$ cat src/rtl/move_tick_sequencer.sv
// Elevator motion timebase: move_tick every MOVE_TIME cycles in RUN, door dwell, resumable pause.
// Define MOVE_CLK_OUT_EN to add the legacy move_clk square-wave output.
module move_tick_sequencer #(
  parameter int FLOORS     = 3,
  parameter int MOVE_TIME  = 10,
  parameter int DWELL_TIME = 20,
  parameter int CNT_W      = 26
) (
  input  logic                        clk,
  input  logic                        button_reset_n,
  input  logic [FLOORS-1:0]           floor_leds,
  input  logic                        move_handler,
  input  logic                        sos_mode,
  input  logic                        weight_limit_exceeded,
  output logic                        move_tick,
  output logic [1:0]                  state,
  output logic [$clog2(FLOORS)-1:0]   floor_idx,
  output logic                        floor_err
`ifdef MOVE_CLK_OUT_EN
  ,
  output logic                        move_clk
`endif
);

  localparam int IDX_W  = $clog2(FLOORS);
  localparam int ONES_W = $clog2(FLOORS + 1);
  localparam logic [CNT_W-1:0] MT_LAST = CNT_W'(MOVE_TIME - 1);
  localparam logic [CNT_W-1:0] DW_LAST = CNT_W'(DWELL_TIME - 1);

  typedef enum logic [1:0] {
    S_IDLE  = 2'b00,
    S_RUN   = 2'b01,
    S_DWELL = 2'b10,
    S_PAUSE = 2'b11
  } state_t;

  state_t             r_state, w_state_nx;
  state_t             r_resume, w_resume_nx;
  logic [CNT_W-1:0]   r_cnt, w_cnt_nx;
  logic               r_tick, w_tick_nx;
  logic [IDX_W-1:0]   r_idx, w_idx;
  logic               r_err;
  logic               r_atq;
  logic [ONES_W-1:0]  w_ones;
  logic               w_at, w_hold, w_arrival;
  logic               w_one, w_multi;

  always_comb begin
    w_ones = '0;
    w_idx  = '0;
    for (int i = 0; i < FLOORS; i++) begin
      if (floor_leds[i]) begin
        w_ones = w_ones + ONES_W'(1);
        w_idx  = IDX_W'(i);
      end
    end
  end

  assign w_one     = (w_ones == ONES_W'(1));
  assign w_multi   = (w_ones > ONES_W'(1));
  assign w_at      = |floor_leds;
  assign w_hold    = sos_mode | weight_limit_exceeded | r_err;
  assign w_arrival = w_at & ~r_atq;

  always_comb begin
    w_state_nx  = r_state;
    w_resume_nx = r_resume;
    w_cnt_nx    = r_cnt;
    w_tick_nx   = 1'b0;
    unique case (r_state)
      S_IDLE: begin
        w_cnt_nx = '0;
        if (move_handler & ~w_hold)
          w_state_nx = S_RUN;
      end
      S_RUN: begin
        if (w_hold) begin
          w_state_nx  = S_PAUSE;
          w_resume_nx = S_RUN;
        end else if (w_arrival) begin
          w_state_nx = S_DWELL;
          w_cnt_nx   = '0;
        end else if (~move_handler & w_at) begin
          w_state_nx = S_IDLE;
          w_cnt_nx   = '0;
        end else if (r_cnt == MT_LAST) begin
          w_cnt_nx  = '0;
          w_tick_nx = 1'b1;
        end else begin
          w_cnt_nx = r_cnt + CNT_W'(1);
        end
      end
      S_DWELL: begin
        if (w_hold) begin
          w_state_nx  = S_PAUSE;
          w_resume_nx = S_DWELL;
        end else if (r_cnt == DW_LAST) begin
          w_state_nx = move_handler ? S_RUN : S_IDLE;
          w_cnt_nx   = '0;
        end else begin
          w_cnt_nx = r_cnt + CNT_W'(1);
        end
      end
      S_PAUSE: begin
        if (~w_hold)
          w_state_nx = r_resume;
      end
    endcase
  end

  always_ff @(posedge clk or negedge button_reset_n) begin
    if (!button_reset_n) begin
      r_state  <= S_IDLE;
      r_resume <= S_RUN;
      r_cnt    <= '0;
      r_tick   <= 1'b0;
      r_idx    <= '0;
      r_err    <= 1'b0;
      r_atq    <= 1'b0;
    end else begin
      r_state  <= w_state_nx;
      r_resume <= w_resume_nx;
      r_cnt    <= w_cnt_nx;
      r_tick   <= w_tick_nx;
      r_err    <= w_multi;
      r_atq    <= w_at;
      if (w_one)
        r_idx <= w_idx;
    end
  end

`ifdef MOVE_CLK_OUT_EN
  logic r_mclk;

  // Toggles on the same edge that raises move_tick.
  always_ff @(posedge clk or negedge button_reset_n) begin
    if (!button_reset_n)
      r_mclk <= 1'b0;
    else if (w_tick_nx)
      r_mclk <= ~r_mclk;
  end

  assign move_clk = r_mclk;
`endif

  assign move_tick = r_tick;
  assign state     = r_state;
  assign floor_idx = r_idx;
  assign floor_err = r_err;

endmodule

$ cat config.mk
export PLATFORM = sky130hd
export DESIGN_NAME = move_tick_sequencer
export DESIGN_NICKNAME = d
export VERILOG_FILES = /design/src/rtl/move_tick_sequencer.sv
export SDC_FILE = /design/constraint.sdc
export NUM_CORES = 1
export LEC_CHECK = 0
export BUFFER_PORTS_ARGS = -buffer_cell sky130_fd_sc_hd__buf_2
export CAP_MARGIN = 20
export CORE_AREA = 2 2 74 76
export DETAILED_ROUTE_END_ITERATION = 10
export DIE_AREA = 0 0 76 78
export SETUP_SLACK_MARGIN = 0.05
export SYNTH_ARGS = -nofsm -noshare
export SYNTH_HDL_FRONTEND = slang
export SYNTH_SLANG_ARGS = --single-unit
$ cat constraint.sdc
create_clock -name clk -period 3.05 [get_ports clk]
set_input_delay 0.305 -clock clk [delete_from_list [all_inputs] [get_ports clk]]
set_output_delay 0.305 -clock clk [all_outputs]
set_load 0.01 [all_outputs]
---- Word-level counts from Yosys, hierarchy flattened ----
Index checks and enable logic that the tools add are counted.
word-level totals
  bits in registers ....................... 35
  output and inout port bits .............. 6
  word-level logic and storage cells ...... 69
operators by class
  $add $sub $neg .......................... 3
  magnitude comparators ................... 1
  eq/ne operators ......................... 14
  multiplexer cells ....................... 29
  bitwise gates (word level) .............. 8
  reduce and logical (&&, ||, !) cells .... 7
operator list
  operator                 count
  $mux W26                 6
  $pmux W26 S3             1
  $add A26 B1 Y26 const B  1
  $eq A26 B4 Y1 const B    1
  $eq A26 B5 Y1 const B    1
  $mux W2                  12
  $ne A2 B2 Y1 const B     6
  $mux W1                  8
  $pmux W2 S4              1
  $reduce_and A3 Y1        2
  $add A2 B1 Y2 const B    2
  $eq A2 B1 Y1 const B     2
  $eq A2 B2 Y1 const B     2
  $ne A4 B4 Y1 const B     1
  $pmux W2 S2              1
  $reduce_and A4 Y1        1
  $and A1 B1 Y1            3
  $ne A3 B3 Y1 const B     1
  $not A1 Y1               3
  $reduce_bool A3 Y1       1
  $reduce_or A3 Y1         1
  $gt A2 B1 Y1 const B     1
  $logic_not A2 Y1         1
  $or A1 B1 Y1             2
  $reduce_bool A2 Y1       1

---- Depth between registers and ports, before layout ----
  depth after elaboration ................. 6
  depth in mapped cells ................... 9
  mapped depth without buffers ............ 8

---- Worst setup path after synthesis ----
Ideal clock, no wire load.
  path kind ............................... flip-flop to flip-flop
  start point ............................. register r_state[1], in the netlist state[1]
  end point ............................... register r_cnt[22]
  arrival ................................. 1.984 ns
  data required time ...................... 2.981 ns
  slack ................................... 0.997 ns
  stages on the path, launching flop included .. 9
  period minus slack after synthesis ...... 2.053 ns
  cells stage by stage .................... dfrtp_1 > inv_1 > ha_1 > a21boi_2 > o311ai_4 > and2_1 > buf_4 > or4_1 > nand3_1
on the way
  longest elaborated chain between the ends .. 3
RTL lines
  item                                                                 line  RTL
  start: declaration                                                   37    state_t r_state, w_state_nx;
  start signal: assignment                                             121   r_state <= w_state_nx;
  $eq A2 B1 Y1 (tied with other cells)                                 70    unique case (r_state)
  $ne A2 B2 Y1 (no source line) or $reduce_bool A3 Y1 (tied branches)  -
  $reduce_and A3 Y1 (no source line)                                   -
  end signal: assignment                                               123   r_cnt <= w_cnt_nx;
  end: declaration                                                     39    logic [CNT_W-1:0] r_cnt, w_cnt_nx;
Several ways; a longest one is shown, not always the timed one.
A chain may end at the register's enable or synchronous reset.

---- Worst setup path after layout ----
  start point ............................. register r_cnt[21]
  end point ............................... register r_cnt[18]
on the way
  longest elaborated chain between the ends .. 6
RTL lines
  item              line  RTL
  $eq A26 B4 Y1     86    end else if (r_cnt == MT_LAST) begin
  $mux W26          86
  $mux W26          83    end else if (~move_handler & w_at) begin
  $mux W26          80    end else if (w_arrival) begin
  $mux W26          77    if (w_hold) begin
  $pmux W26 S3 (*)  70
Every way passes the cells marked *; elsewhere a longest branch is shown, timed or not. The select of a mux whose other input is x is not followed.

==> results.toml <==
[status]
status = "finished clean"

[routing]
routedWlPerCell_um = 15.1
drt_wl_total_mm = 4.95
viasPerCell = 5.74
num_vias = 1878
drt_pre_antenna_iters = 4
drt_iter0_drc = 116
ant_nets = 0
drcViolationCount = 0

[setup_path]
crit_type = "register to register"
critical_path_arrival_ps = 2530
endpoint_kind = "register"
r2r_cells = 6
rrSetupSlack_ps = 690
crit_path_max_fanout = 23
cp-start-kind = "register"
worstPathRequired_ps = 3210

[timing]
final_hold_viol_count = 0
tightest_slew_ps = 794
final-setup-viol-count = 0
final_max_slew_viol_count = 0
min_period_over_period = 0.775
slew_headroom = 0.470
period_needed_ps = 2360
fmax_ghz = 0.423
fin_worst_skew_ps = 7.08
setup-tns-final_ps = 0
grt_setup_unrepaired = "false"

[place]
dpl.hpwl_mm = 3.45
gp_routability_congestion = 0.790
port_buffers = 13
dp_cells = 319

[global_routing]
antenna_found_initial = 0
grt_max_degree = 36
grt_pass1_wl_mm = 8.47
grt_pass1_vias = 1716
gr-usage-all-layers = 0.181
grt-ovfl-total = 0

[final_layout]
fin_nets = 273
final.fill_count = 483
layout-drive-gt1-share = 0.156
final_cell_mix = "34 x nand2_1, 34 x dfrtp_1, 24 x nand3_1"
fin_util = 0.480
area_delta_synth_final_pct = 8.78
diodes = 0
layout.cells.non_filler = 327

[yosys]
synthSimpleGateAreaFrac = 0.299
synthXorXnorAreaFrac = 0
ys_async_sr_fraction = 1.00
syn_avg_cell_area_um2 = 9.15
syn_inst = 243
synth.area.top_cells = "dfrtp_1 38%, nand2_1 5.7%, nand3_1 5.4%"
synth.area.mux_share = 0.0281
yosys_warnings = 0
synth_compound_area_frac = 0.180
yosys.area.top_type = "dfrtp_1"
synth-adder-area-share = 0.0506
ys_dominant_reg_cell = "dfrtp_1"
synthDistinctLibCells = 53
synth_nets = 260
synth_edf_count = 0
ys_seq_elements = 35
synth.cell_area_mm2 = 0.00222
synth_top_family_by_area = "simple AND/OR/NAND/NOR gates"
yosysSeqAreaShare = 0.394
synth_top_area_frac = 0.383

[clock_network]
cts.repair.resized = 0
root_buffer = "clkbuf_8"
insertion_delay_ps = 300
cts_tree = "built"
clockBufferDepth = 2
hold_buffers = 0
cts.clk_slew.worst_paths_ps = 70
htreeDepth = 2
clock-sinks = 35
post_cts_buffers = 0
numCtsBuffers = 5

[die]
die_area_mm2 = 0.00593
rows = 26
core_area_mm2 = 0.00504
die_h_um = 78
io_pins = 14
die_x_um = 76
initial_core_util = 0.441

[hold_path]
hp-class = "input port to asynchronous set/reset pin"

[power_and_ir_drop]
peakVddDrop_mv = 0.256
p_leak_nw = 1.07
power_density_mw_per_mm2 = 594

[flow_run]
cap_violations = 0
## area by class of cell
class / count / area, um2 / share of cell area
Clock inverter: 1 / 5.00 / 0.00207
Clock buffer: 7 / 76.3 / 0.0316
Multi-Input combinational cell: 187 / 1240 / 0.513
Sequential cell: 35 / 877 / 0.363
Timing Repair Buffer: 17 / 95.1 / 0.0393
Inverter: 10 / 37.5 / 0.0155
Tap cell: 70 / 87.6 / 0.0362
## path summary, 6_finish.rpt
kind | end | from
setup / recovery | r_cnt[18] | r_cnt[21]
hold / removal | floor_idx[1] | button_reset_n
setup reg to reg | r_cnt[18] | r_cnt[21]
hold reg to reg | r_resume[1] | r_resume[1]
max in group asynchronous | r_cnt[15] | button_reset_n
min in group clk | floor_err | floor_leds[2]
## per-layer routing
layer	global-route usage	wire length, um
met5	0	0
met2	0.285	2330
met4	0.0764	76
met3	0.0349	199
met1	0.245	2350
## through the flow
stage / setup slack [ps] / area [um2] / power (mW) / hold WS, ps
finish: 685 / 2420 / 1.44 / 88.0
global placement: 705 / 2340 / 1.11 / 448
floorplan: 997 / 2220 / 1.00 / 9.41
detailed placement: 699 / 2340 / 1.11 / 442
global route: 510 / 2420 / 1.54 / 146
CTS: 685 / 2420 / 1.45 / 114
## cells by family (layout without fill, tap and decap cells)
kind of cell	after synthesis	count (layout)
buffers and inverters	21	35
DFF	35	35
adders and majority gates	9	9
and+or+nand+nor	118	118
AOI/OAI and AO/OA	54	54
muxes	6	6
## worst max-delay path, cell delays in order, from the launching register on
cell and delay (ps):
dfrtp_1 470, nor4_2 390, nand4_2 230, o311ai_4 410, nand2_4 240, nand2_2 350, o311ai_1 150
## cell usage after synthesis (2+ instances only)
master     count
ha_1           9
a31oi_1        4
mux2i_1        4
and4_1         2
dfrtp_1       34
buf_2          4
o2bb2ai_1      3
nor3_1         2
o31ai_1        2
and3_1         6
nor4_1         6
nor2_1        12
and2_1         2
clkbuf_1       3
o21ai_0        6
o21ai_1        7
buf_4          2
nor4_2         3
nand3_1       24
nand4_2        2
mux2_2         2
nand2_1       34
inv_1         10
nor2b_1        3
nand4_1        5
buf_6          2
a21oi_1        7
nand2b_1       6
o311ai_1      10
nand3b_1       2
a221oi_1       2
a41oi_1        2
## where the power goes
part	internal [mW]	total (mW)	switching, mW	leakage (nW)
registers	0.508	0.546	0.0382	0.468
logic	0.199	0.559	0.360	0.555
clock network	0.160	0.330	0.170	0.0422
total	0.868	1.44	0.568	1.07
## sequential cells by signal, indices dropped and copies added, names as in the netlist
register and cells:
move_tick 1, r_resume 2, floor_err 1, floor_idx 2
r_atq 1, r_cnt 26, state 2
Power figures use the tool's default switching activity.
